==> config.mk <==
export PLATFORM = sky130hd
export DESIGN_NAME = spi_master_tx
export DESIGN_NICKNAME = d
export VERILOG_FILES = /design/src/rtl/spi_master_tx.sv
export SDC_FILE = /design/constraint.sdc
export NUM_CORES = 1
export LEC_CHECK = 0
export CAP_MARGIN = 20
export CORE_MARGIN = 8
export CORE_UTILIZATION = 47
export CTS_BUF_LIST = sky130_fd_sc_hd__clkbuf_4
export DETAILED_ROUTE_END_ITERATION = 6
export HOLD_SLACK_MARGIN = 0.02
export PLACE_DENSITY_LB_ADDON = 0.05
export SLEW_MARGIN = 20
export SYNTH_ARGS = -nofsm -noshare
export SYNTH_HDL_FRONTEND = slang
export SYNTH_SLANG_ARGS = --single-unit
==> constraint.sdc <==
create_clock -name clock -period 2.4 [get_ports clock]
set_input_delay 0.48 -clock clock [delete_from_list [all_inputs] [get_ports clock]]
set_output_delay 0.48 -clock clock [all_outputs]
set_load 0.01 [all_outputs]
==> src/rtl/spi_master_tx.sv <==
// SPI mode-0 (CPOL=0, CPHA=0) master transmitter.
// Accepts words on a valid/ready handshake and shifts them out MSB-first.
// SCLK is derived from the system clock: each SCLK half-period lasts CLK_DIV clocks.
// Back-to-back words are chained without releasing SS when the next word is
// offered in the one-cycle burst window at the end of the last bit's high phase.
//
// Ports:
//   clock, reset        system clock, synchronous active-high reset
//   io_txData/Valid     word to send and its valid strobe
//   io_txReady          high in IDLE and in the burst window
//   io_SPISignals_*     registered SCLK / MOSI / SS (SS active low)
//   io_busy             high whenever the FSM is not IDLE
//   io_done             one-cycle pulse at the last falling SCLK edge of a word
module spi_master_tx #(
  parameter int unsigned CLK_DIV    = 4,
  parameter int unsigned WORD_WIDTH = 8
) (
  input  logic                  clock,
  input  logic                  reset,
  input  logic [WORD_WIDTH-1:0] io_txData,
  input  logic                  io_txValid,
  output logic                  io_txReady,
  output logic                  io_SPISignals_SCLK,
  output logic                  io_SPISignals_MOSI,
  output logic                  io_SPISignals_SS,
  output logic                  io_busy,
  output logic                  io_done
);

  localparam int unsigned BW = (WORD_WIDTH > 1) ? $clog2(WORD_WIDTH) : 1;
  localparam logic [7:0]    HLAST = 8'(CLK_DIV - 1);
  localparam logic [BW-1:0] BLAST = BW'(WORD_WIDTH - 1);

  typedef enum logic [2:0] {IDLE, LEAD, XFER_HI, XFER_LO, TAIL, GAP} state_t;

  state_t                state, state_n;
  logic [7:0]            hcnt, hcnt_n;
  logic [BW-1:0]         bcnt, bcnt_n;
  logic [WORD_WIDTH-1:0] shreg, shreg_n;
  logic                  pend, pend_n;
  logic                  sclk_q, sclk_n;
  logic                  ss_q, ss_n;
  logic                  mosi_q, mosi_n;
  logic                  done_q, done_n;

  logic half_last, bit_last, burst_win, accept;

  assign half_last = (hcnt == HLAST);
  assign bit_last  = (bcnt == BLAST);
  assign burst_win = (state == XFER_HI) && half_last && bit_last;
  assign accept    = io_txValid && io_txReady;

  // State and datapath registers
  always_ff @(posedge clock) begin
    if (reset) begin
      state  <= IDLE;
      hcnt   <= '0;
      bcnt   <= '0;
      shreg  <= '0;
      pend   <= 1'b0;
      sclk_q <= 1'b0;
      ss_q   <= 1'b1;
      mosi_q <= 1'b0;
      done_q <= 1'b0;
    end else begin
      state  <= state_n;
      hcnt   <= hcnt_n;
      bcnt   <= bcnt_n;
      shreg  <= shreg_n;
      pend   <= pend_n;
      sclk_q <= sclk_n;
      ss_q   <= ss_n;
      mosi_q <= mosi_n;
      done_q <= done_n;
    end
  end

  // Next-state logic
  always_comb begin
    state_n = state;
    unique case (state)
      IDLE:    if (accept)    state_n = LEAD;
      LEAD:    if (half_last) state_n = XFER_HI;
      XFER_HI: if (half_last) state_n = XFER_LO;
      // The last bit still gets a full low phase; a chained word then
      // continues straight into its first high phase.
      XFER_LO: if (half_last) state_n = (!bit_last || pend) ? XFER_HI : TAIL;
      TAIL:    if (half_last) state_n = GAP;
      GAP:     if (half_last) state_n = IDLE;
      default:                state_n = IDLE;
    endcase
  end

  // Outputs and next values of the registered pins/datapath
  always_comb begin
    io_txReady = !reset && ((state == IDLE) || burst_win);
    io_busy    = (state != IDLE);

    hcnt_n  = (state_n != state || state == IDLE) ? '0 : hcnt + 8'd1;
    bcnt_n  = bcnt;
    shreg_n = shreg;
    mosi_n  = mosi_q;
    pend_n  = pend;

    if (state == XFER_LO && half_last)
      bcnt_n = bit_last ? '0 : bcnt + BW'(1);

    if (accept) begin
      // IDLE start or burst chain: new MSB goes out on this edge.
      shreg_n = io_txData;
      mosi_n  = io_txData[WORD_WIDTH-1];
    end else if (state == XFER_HI && half_last && !bit_last) begin
      shreg_n = {shreg[WORD_WIDTH-2:0], 1'b0};
      mosi_n  = shreg[WORD_WIDTH-2];
    end else if (state == TAIL && half_last) begin
      shreg_n = '0;
      mosi_n  = 1'b0;
    end

    if (accept && state == XFER_HI)
      pend_n = 1'b1;
    else if (state == XFER_LO && half_last && bit_last)
      pend_n = 1'b0;

    // Pins are registered copies of the decoded next state.
    sclk_n = (state_n == XFER_HI);
    ss_n   = !(state_n == LEAD || state_n == XFER_HI ||
               state_n == XFER_LO || state_n == TAIL);
    done_n = burst_win;
  end

  assign io_SPISignals_SCLK = sclk_q;
  assign io_SPISignals_MOSI = mosi_q;
  assign io_SPISignals_SS   = ss_q;
  assign io_done            = done_q;

endmodule
==> impl_metrics.toml, run 1 <==
[floorplan]
num_rows = 19
core_area_um2 = 2710
dieArea_um2 = 4780
start_util = 0.489
die_h_um = 69.1
die_w_um = 69.1
io-pin-count = 17

[worst_setup_path]
criticalPathCategory = "flip-flop to primary output"
worstPathArrival_ns = 1.82
crit_path_max_incr_delay_ns = 0.48
rr_startpoint = "hcnt[1]"
startpoint = "hcnt[1]"
cp_top_family = "simple AND/OR/NAND/NOR gates"
cp_cell_sequence = "ha_2, or4b_4, nor2_4, nand3_2, a21oi_2, buf_2"
worst-path-max-fanout = 3
crit_path_end_kind = "primary output"
cp_num_buf_inv = 1
required_ns = 1.92
critPathSlowestCell = "or4b_4"
start_kind = "flip-flop"

[timing]
finalCriticalPeriod_ns = 2.30
skew_ns = 0.00337
worstMarginPinSlew_ns = 0.490
hold_viol_final = 0
slew-limit-headroom = 0.669
fin_crit_sh = 0.958
clock.fmax_ghz = 0.435
slew_viol_final = 0
final-setup-viol-count = 0
hold_ws_ns = 0.473

[grt]
antenna_found_initial = 0
grt_pass1_vias = 1234
grt_max_degree = 16
met3_usage = 0.0258
grt_pass1_wl_um = 5310
grt_util_all_layers = 0.126
grt-busiest-layer = "met2"
groute.layer.met2.usage = 0.217
met1_usage = 0.148
grt-ovfl-total = 0

[cts]
path_clk_slew_ns = 0.13
clock_latency_ns = 0.32
clk_path_buf_depth = 2
htree_levels = 1
cts_hold_buf = 0
clock-sinks = 26
cts_buffers = 3
tritoncts = "yes"
root_buffer = "clkbuf_4"

[pwr]
ir_worst_vdd_uv = 302
total_power_uw = 723
p_leak_nw = 0.609
powerDensity_nw_per_um2 = 430

[synth]
netlist.top_cell.by_area = "dfxtp_1"
synthTopCellsByArea = "dfxtp_1, a311oi_1, a211oi_1, a22oi_1, a21oi_1"
synth_fp_nets = 163
synth_edf_count = 0
synth_cells = 149
syn_area_um2 = 1330
ys_seq_elements = 26
async_reset_ff_frac = 0
ys_seq_area_frac = 0.392
synth_top_area_frac = 0.392
yosysWarnings = 0
ys.flop_type = "dfxtp_1"
syn_avg_cell_area_um2 = 8.90
ys_types = 40

[cells_and_area]
fillers = 252
diodes = 0
areaGrowthSynthToFinish_pct = 26.9
mostFrequentLayoutCells = "dfxtp_1, buf_4, clkdlybuf4s50_1"
layout-drive-gt1-share = 0.204
final_common_cell = "dfxtp_1"
fin_nets = 197
fin_cells = 212

[drt]
firstDrtPassIters = 4
routed_via_density = 5.94
drt_iter0_markers = 79
drc_errors = 0
wl_per_cell_um = 15.1
wl_um = 3210
antenna_left = 0
num_vias = 1260

[job]
drv_cap = 0

[placed_design]
placement.io_buffers = 16
hpwl_um = 2400
gp_congestion = 0.810
place_inst = 209

[worst_hold_path]
hp-class = "flip-flop to flip-flop"
min_from = "bcnt[1]"

[run_status]
outcome = "completed"
-- worst reg2reg max path, delay by kind of cell (launching register included) --
family          cells  cell delay, ns
buf+inv             1            0.17
flops               1            0.35
compound gates      2            0.48
simple gates        2            0.83
fa+ha+maj           1            0.17
-- layer usage --
layer,part of all wire,wire length (um)
met5,0,0
met4,0.013,41
met1,0.45,1440
met2,0.50,1600
met3,0.040,130
-- stage by stage --
stage          cell area (um^2)   util  setup slack (ns)  setup TNS (ns)
2_1_floorplan              1330      -             0.288               0
3_3_place_gp               1640  0.607           -0.0626         -0.0626
3_5_place_dp               1640  0.607           -0.0750         -0.0750
4_1_cts                    1670  0.616            0.0336               0
5_1_grt                    1680  0.621          -0.00630        -0.00630
6_report                   1680  0.621            0.0999               0
-- power by group --
group | leakage (nW) | internal (mW) | switching [mW]
logic | 0.383 | 0.0466 | 0.0418
registers | 0.212 | 0.444 | 0.00943
clock network | 0.0138 | 0.0588 | 0.122
total | 0.609 | 0.549 | 0.174
-- Yosys cell counts (all sizes together) (3+ instances only) --
| cell type | instances |
|---|---|
| clkbuf | 3 |
| a22oi | 7 |
| nand3 | 9 |
| dfxtp | 26 |
| xor2 | 5 |
| nor2 | 13 |
| inv | 5 |
| buf | 4 |
| nor3 | 3 |
| ha | 3 |
| a21oi | 10 |
| o21ai | 4 |
| a211oi | 8 |
| or3 | 3 |
| a311oi | 7 |
| nand2 | 13 |
-- sequential cells by signal, summed over array words and instances, names as in the netlist --
register	flops
io_SPISignals_SCLK	1
bcnt	3
pend	1
io_SPISignals_MOSI	1
state	3
hcnt	8
io_SPISignals_SS	1
io_done	1
shreg	7
-- repair_timing --
item	CTS	global route
endpoints found under the setup margin	1	1
resized for setup	7	4
buffers inserted	0	0
endpoints found under the hold margin	0	0
gates cloned	0	0
pin swaps	0	2
-- cell families after synthesis --
family / count (synthesis) / synth area share
simple gates: 57 / 0.261
buf+inv: 12 / 0.0377
fa+ha+maj: 3 / 0.0283
mux: 1 / 0.00755
xor+xnor: 7 / 0.0462
compound gates: 43 / 0.226
flops: 26 / 0.392
-- worst paths after layout --
check,end,slack [ns],cells after the start
worst min register to register,bcnt[1],0.47,2
worst max-delay path,io_txReady,0.1,6
worst max register to register,shreg[6],0.27,6
worst min-delay path,bcnt[1],0.47,2
-- area by class of cell --
class	instances	area, um^2	area share
Clock buffer	3	22.5	0.0134
Sequential cell	26	523	0.311
Tap cell	31	38.8	0.0230
Multi-Input combinational cell	111	774	0.460
Inverter	5	18.8	0.0112
Timing Repair Buffer	36	305	0.181
No activity file was read; power rests on OpenSTA's default activity.
==> run 2, diff against run 1 <==
--- a/config.mk
+++ b/config.mk
@@ -9,9 +9,10 @@
 export CORE_MARGIN = 8
 export CORE_UTILIZATION = 47
 export CTS_BUF_LIST = sky130_fd_sc_hd__clkbuf_4
+export CTS_CLUSTER_DIAMETER = 120
 export DETAILED_ROUTE_END_ITERATION = 6
 export HOLD_SLACK_MARGIN = 0.02
-export PLACE_DENSITY_LB_ADDON = 0.05
+export PLACE_DENSITY = 0.7
 export SLEW_MARGIN = 20
 export SYNTH_ARGS = -nofsm -noshare
 export SYNTH_HDL_FRONTEND = slang
==> run 2 against run 1 <==
Effect of this change: wire length is 2.1% higher; cell area grew 3.3%; combinational power is 6.8% higher; via count increased by 0.71%; global-route usage grew 1.7 points; sequential cell count did not move; setup slack got worse by 0.0057 ns; clock-buffer cell count unchanged; sequential share of layout area fell by 1.0 points; sequential power hardly changed; die area unchanged; clock skew rose by 0.00081 ns.
==> impl_metrics.toml, run 2 (synthesis gave the netlist of run 1 again) <==
[worst_setup_path]
reg2reg_slack_ns = 0.29
worstPathArrival_ns = 1.83
crit_path_end_kind = "primary output"
criticalPathCategory = "flip-flop to primary output"
required_ns = 1.92
worst-path-max-fanout = 2
rr_startpoint = "hcnt[0]"
reg2reg_depth = 6
crit-reg2reg-capture = "shreg[6]"
start_kind = "flip-flop"

[timing]
slew_viol_final = 0
hold_viol_final = 0
finalSetupTns_ns = 0
finalCriticalPeriod_ns = 2.31
clock.fmax_ghz = 0.434
fin_crit_sh = 0.961
slew-limit-headroom = 0.686
final-setup-viol-count = 0
worstMarginPinSlew_ns = 0.465
skew_ns = 0.00418

[pwr]
p_comb_frac = 0.128
p_int_uw = 555
p_leak_nw = 0.645
powerDensity_nw_per_um2 = 423
clock_power_share = 0.259
p_seq_frac = 0.613
ir_worst_vdd_uv = 437
switching_share = 0.246
power_switching_uw = 181

[cells_and_area]
fillers = 245
mostFrequentLayoutCells = "buf_4, dfxtp_1, clkdlybuf4s50_1"
largest_register = "hcnt"
areaGrowthSynthToFinish_pct = 31.1
diodes = 0
reg_top3 = "hcnt x8, shreg x7"
largest_reg_flops = 8
final_common_cell = "buf_4"
stdcell_area_um2 = 1740
fin_nets = 204
layout-drive-gt1-share = 0.233
ff_latch_area_um2 = 523
multi_input_area_um2 = 774
fin_cells = 220

[grt]
grt_util_all_layers = 0.143
grt_max_degree = 16
met3_usage = 0.0358
groute.layer.met2.usage = 0.244
grt_pass1_wl_um = 5930
antenna_found_initial = 0
grt-busiest-layer = "met2"
grt-ovfl-total = 0
met1_usage = 0.170
grt_pass1_vias = 1355

[cts]
root_buffer = "clkbuf_4"
path_clk_slew_ns = 0.14
tritoncts = "yes"
cts_buffers = 3
clock_latency_ns = 0.32
clk_path_buf_depth = 2
htree_levels = 1
clock-sinks = 26
cts_hold_buf = 0

[drt]
wl_um = 3280
firstDrtPassIters = 4
num_vias = 1269
drc_errors = 0
wl_per_cell_um = 14.9
drt_iter0_markers = 88
routed_via_density = 5.77
antenna_left = 0

[floorplan]
io-pin-count = 17
die_w_um = 69.1
start_util = 0.489
dieArea_um2 = 4780
die_h_um = 69.1
num_rows = 19
core_area_um2 = 2710

[worst_hold_path]
hp-class = "flip-flop to flip-flop"
whs_path_depth = 2
min_from = "bcnt[1]"
hold_path_end = "bcnt[1]"

[job]
drv_cap = 0

[placed_design]
place_inst = 213
place_area_um2 = 1670
hpwl_um = 2460
gp_congestion = 0.860
placement.io_buffers = 16

[run_status]
outcome = "completed"
## run 2: cell types whose count changed in the layout (fill, tap and decap cells not counted)
cell,change
clkinv_1,+1
buf_4,+7
## run 2: worst max-delay path: stages, from the launching register on
cell     delay, ns
dfxtp_2       0.36
ha_2          0.17
or4b_4        0.48
nor2_4        0.11
nand3_2       0.09
a21oi_2       0.15
buf_2         0.13
## run 2: worst max-delay path by stage
stage | from | endpoint | slack [ns] | cells after the start
global placement | hcnt[0] | io_txReady | -0.05 | 6
detailed placement | hcnt[0] | io_txReady | -0.09 | 6
CTS | hcnt[0] | io_txReady | 0.03 | 6
global route | hcnt[0] | io_txReady | -0.001 | 6
floorplan | hcnt[0] | io_txReady | 0.29 | 5
finish | hcnt[0] | io_txReady | 0.09 | 6
## run 2: per-layer routing
metal / part of all wire / wire [um]
met3: 0.043 / 140
met2: 0.49 / 1620
met1: 0.46 / 1500
met4: 0.0058 / 19
met5: 0 / 0
## run 2: stage by stage
| step | utilization | hold slack, ns | total power [mW] | setup slack [ns] |
|---|---|---|---|---|
| finish | 0.642 | 0.475 | 0.735 | 0.0943 |
| floorplan | - | 0.436 | 0.505 | 0.288 |
| CTS | 0.630 | 0.476 | 0.742 | 0.0272 |
| detailed placement | 0.618 | 0.458 | 0.553 | -0.0944 |
| global route | 0.642 | 0.507 | 0.777 | -0.00111 |
| global placement | 0.618 | 0.444 | 0.550 | -0.0459 |
## run 2: what timing repair did
action / 4_1_cts / 5_1_grt
hold endpoints to repair: 0 / 0
setup buffers: 0 / 3
pin swaps: 1 / 3
endpoints found under the setup margin: 1 / 1
resized for setup: 8 / 3
## run 2: layout make-up
cell class | instances | share of cell area
multi-input cells | 111 | 0.445
flip-flops and latches | 26 | 0.301
repair buffers | 43 | 0.206
well taps | 31 | 0.0223
clock buffers | 3 | 0.0129
inverters | 5 | 0.0108
clock inverters | 1 | 0.00216
## run 2: power by group through the flow
stage / clock (mW) / combinational [mW] / sequential [mW]
3_3_place_gp: 0 / 0.0913 / 0.459
5_1_grt: 0.222 / 0.103 / 0.452
6_report: 0.190 / 0.0944 / 0.451
3_5_place_dp: 0 / 0.0939 / 0.460
2_1_floorplan: 0 / 0.0454 / 0.459
4_1_cts: 0.197 / 0.0945 / 0.450
==> run 3, diff against run 2 <==
--- a/config.mk
+++ b/config.mk
@@ -5,6 +5,7 @@
 export SDC_FILE = /design/constraint.sdc
 export NUM_CORES = 1
 export LEC_CHECK = 0
+export ABC_CLOCK_PERIOD_IN_PS = 2400
 export CAP_MARGIN = 20
 export CORE_MARGIN = 8
 export CORE_UTILIZATION = 47
==> results of run 3 <==
Final layout, timing and power as in run 2 (identical DEF).
==> RTL change: new RTL, flow settings as in run 1 <==
Set the parameter `WORD_WIDTH` to 16 (it was 8).
--- a/src/rtl/spi_master_tx.sv
+++ b/src/rtl/spi_master_tx.sv
@@ -14,5 +14,5 @@
 module spi_master_tx #(
   parameter int unsigned CLK_DIV    = 4,
-  parameter int unsigned WORD_WIDTH = 8
+  parameter int unsigned WORD_WIDTH = 16
 ) (
   input  logic                  clock,
Interface: changed (resized io_txData); port bits go from 17 to 25. No check against the original RTL was run, so the function may have changed too.
==> RTL change against run 1 <==
  * Power rose by 45%
  * Design area rose by 26%
  * Combinational power is 27% higher
  * Sequential cell count grew 9
  * Die area is 23% higher
  * Register-to-register slack better by 0.09 ns
  * Worst setup slack improved by 0.13 ns
  * Wire length rose by 31%
  * First-iteration DRC count is 25% higher
  * Global-route usage is 1.9 points higher
  * Synthesized area grew 31%
==> RTL change: results (changes against run 1) <==
Clock network
The count of instances resized after the clock tree is built is 3 (was 7). The number of clock buffers inserted by TritonCTS is 5 (was 3). The register clock-pin slew on the reported worst setup and hold paths was 0.10 ns (was 0.13 ns).

Global routing
The total track usage is 14.5% (was 12.6%). The global-route wire length before repair is 7.07 mm (was 5.31 mm). The pin count of the biggest net entering global routing is 17 (was 16). The via count of the first global-routing pass is 1515 (was 1234).

Cells and area
The share of the final layout cell area in sequential cells is 33.3% (was 31.1%). The final net count was 256 (was 197). The fraction of area in multi-input gates is 45.2% (was 46.0%).

Routing
The number of violations reported at the end of detailed-routing iteration 0 was 99 (was 79). The total via count after detailed routing is 1608 (was 1260).

Worst hold path
The count of cells along the worst hold path is 1 (was 2). The hold-critical path endpoint is hcnt[0] (was bcnt[1]).

Power
The worst IR drop on VDD is 0.303 mV (was 0.302 mV). The standby leakage power is 0.734 nW (was 0.609 nW).

Setup path
The signal arrival time at the worst endpoint is 1.69 ns (was 1.82 ns). The maximum cell stage delay along the critical path is 0.37 ns (was 0.48 ns). The end of the worst register-to-register path is shreg[8] (was shreg[6]).

Placed design
The half-perimeter wire length after detailed placement was 3.01 mm (was 2.40 mm). The minimum setup slack after placement came to 0.0604 ns (was -0.0750 ns). The cell count after placement came to 276 (was 209).

The weighted congestion at the end of routability-driven global placement is 0.875 (was 0.810). The total of buffers placed on input and output ports is 24 (was 16).

Timing
The hold slack is 0.467 ns (was 0.473 ns).

Synthesis
The area share of xor/xnor cells in the synthesized design came to 3.03% (was 4.62%). The fraction of the mapped netlist area in adder cells was 1.44% (was 2.83%). List of most frequent post-synthesis cells: dfxtp_1, nand2_1, a21oi_1, o21ai_0, a311oi_1 (was dfxtp_1, nand2_1, nor2_1, a21oi_1, nand3_1). The post-synthesis compound-gate area fraction is 23.4% (was 22.6%). The number of distinct library cell variants in the gate-level netlist after synthesis came to 42 (was 40). The share of cell area taken by muxes after synthesis is 1.15% (was 0.755%).

Status
Run status: finished clean (unchanged).
-- RTL change: changes by cell type in the layout (fill, tap and decap cells not counted), sizes merged, moves of 3 or more --
cell	change
a22oi	-7
nand2	+12
clkdlybuf4s50	+8
a21oi	+14
clkbuf	+5
o21ai	+15
buf	-9
a211oi	-8
dfxtp	+9
and2	+3
a311oi	+8
-- RTL change: layer usage --
layer	routed length (um)	up-vias	global-route usage (%)
met1	1970	736	17.4
met5	0	-	0
met4	64	0	6.15
li1	-	819	-
met3	241	9	5.24
met2	1950	44	22.7
-- RTL change: where the power goes --
group	total [mW]	leakage, nW	internal (mW)	switching (mW)
sequential	0.614	0.286	0.603	0.0113
clock	0.321	0.0361	0.137	0.184
combinational	0.112	0.412	0.0612	0.0510
total	1.05	0.734	0.801	0.247
-- RTL change: worst reg2reg max path: stages (launching register included) --
cell	delay, ns
dfxtp_1	0.37
ha_2	0.21
nor3b_2	0.19
buf_4	0.20
and4_1	0.55
nand2_1	0.13
a311oi_1	0.29
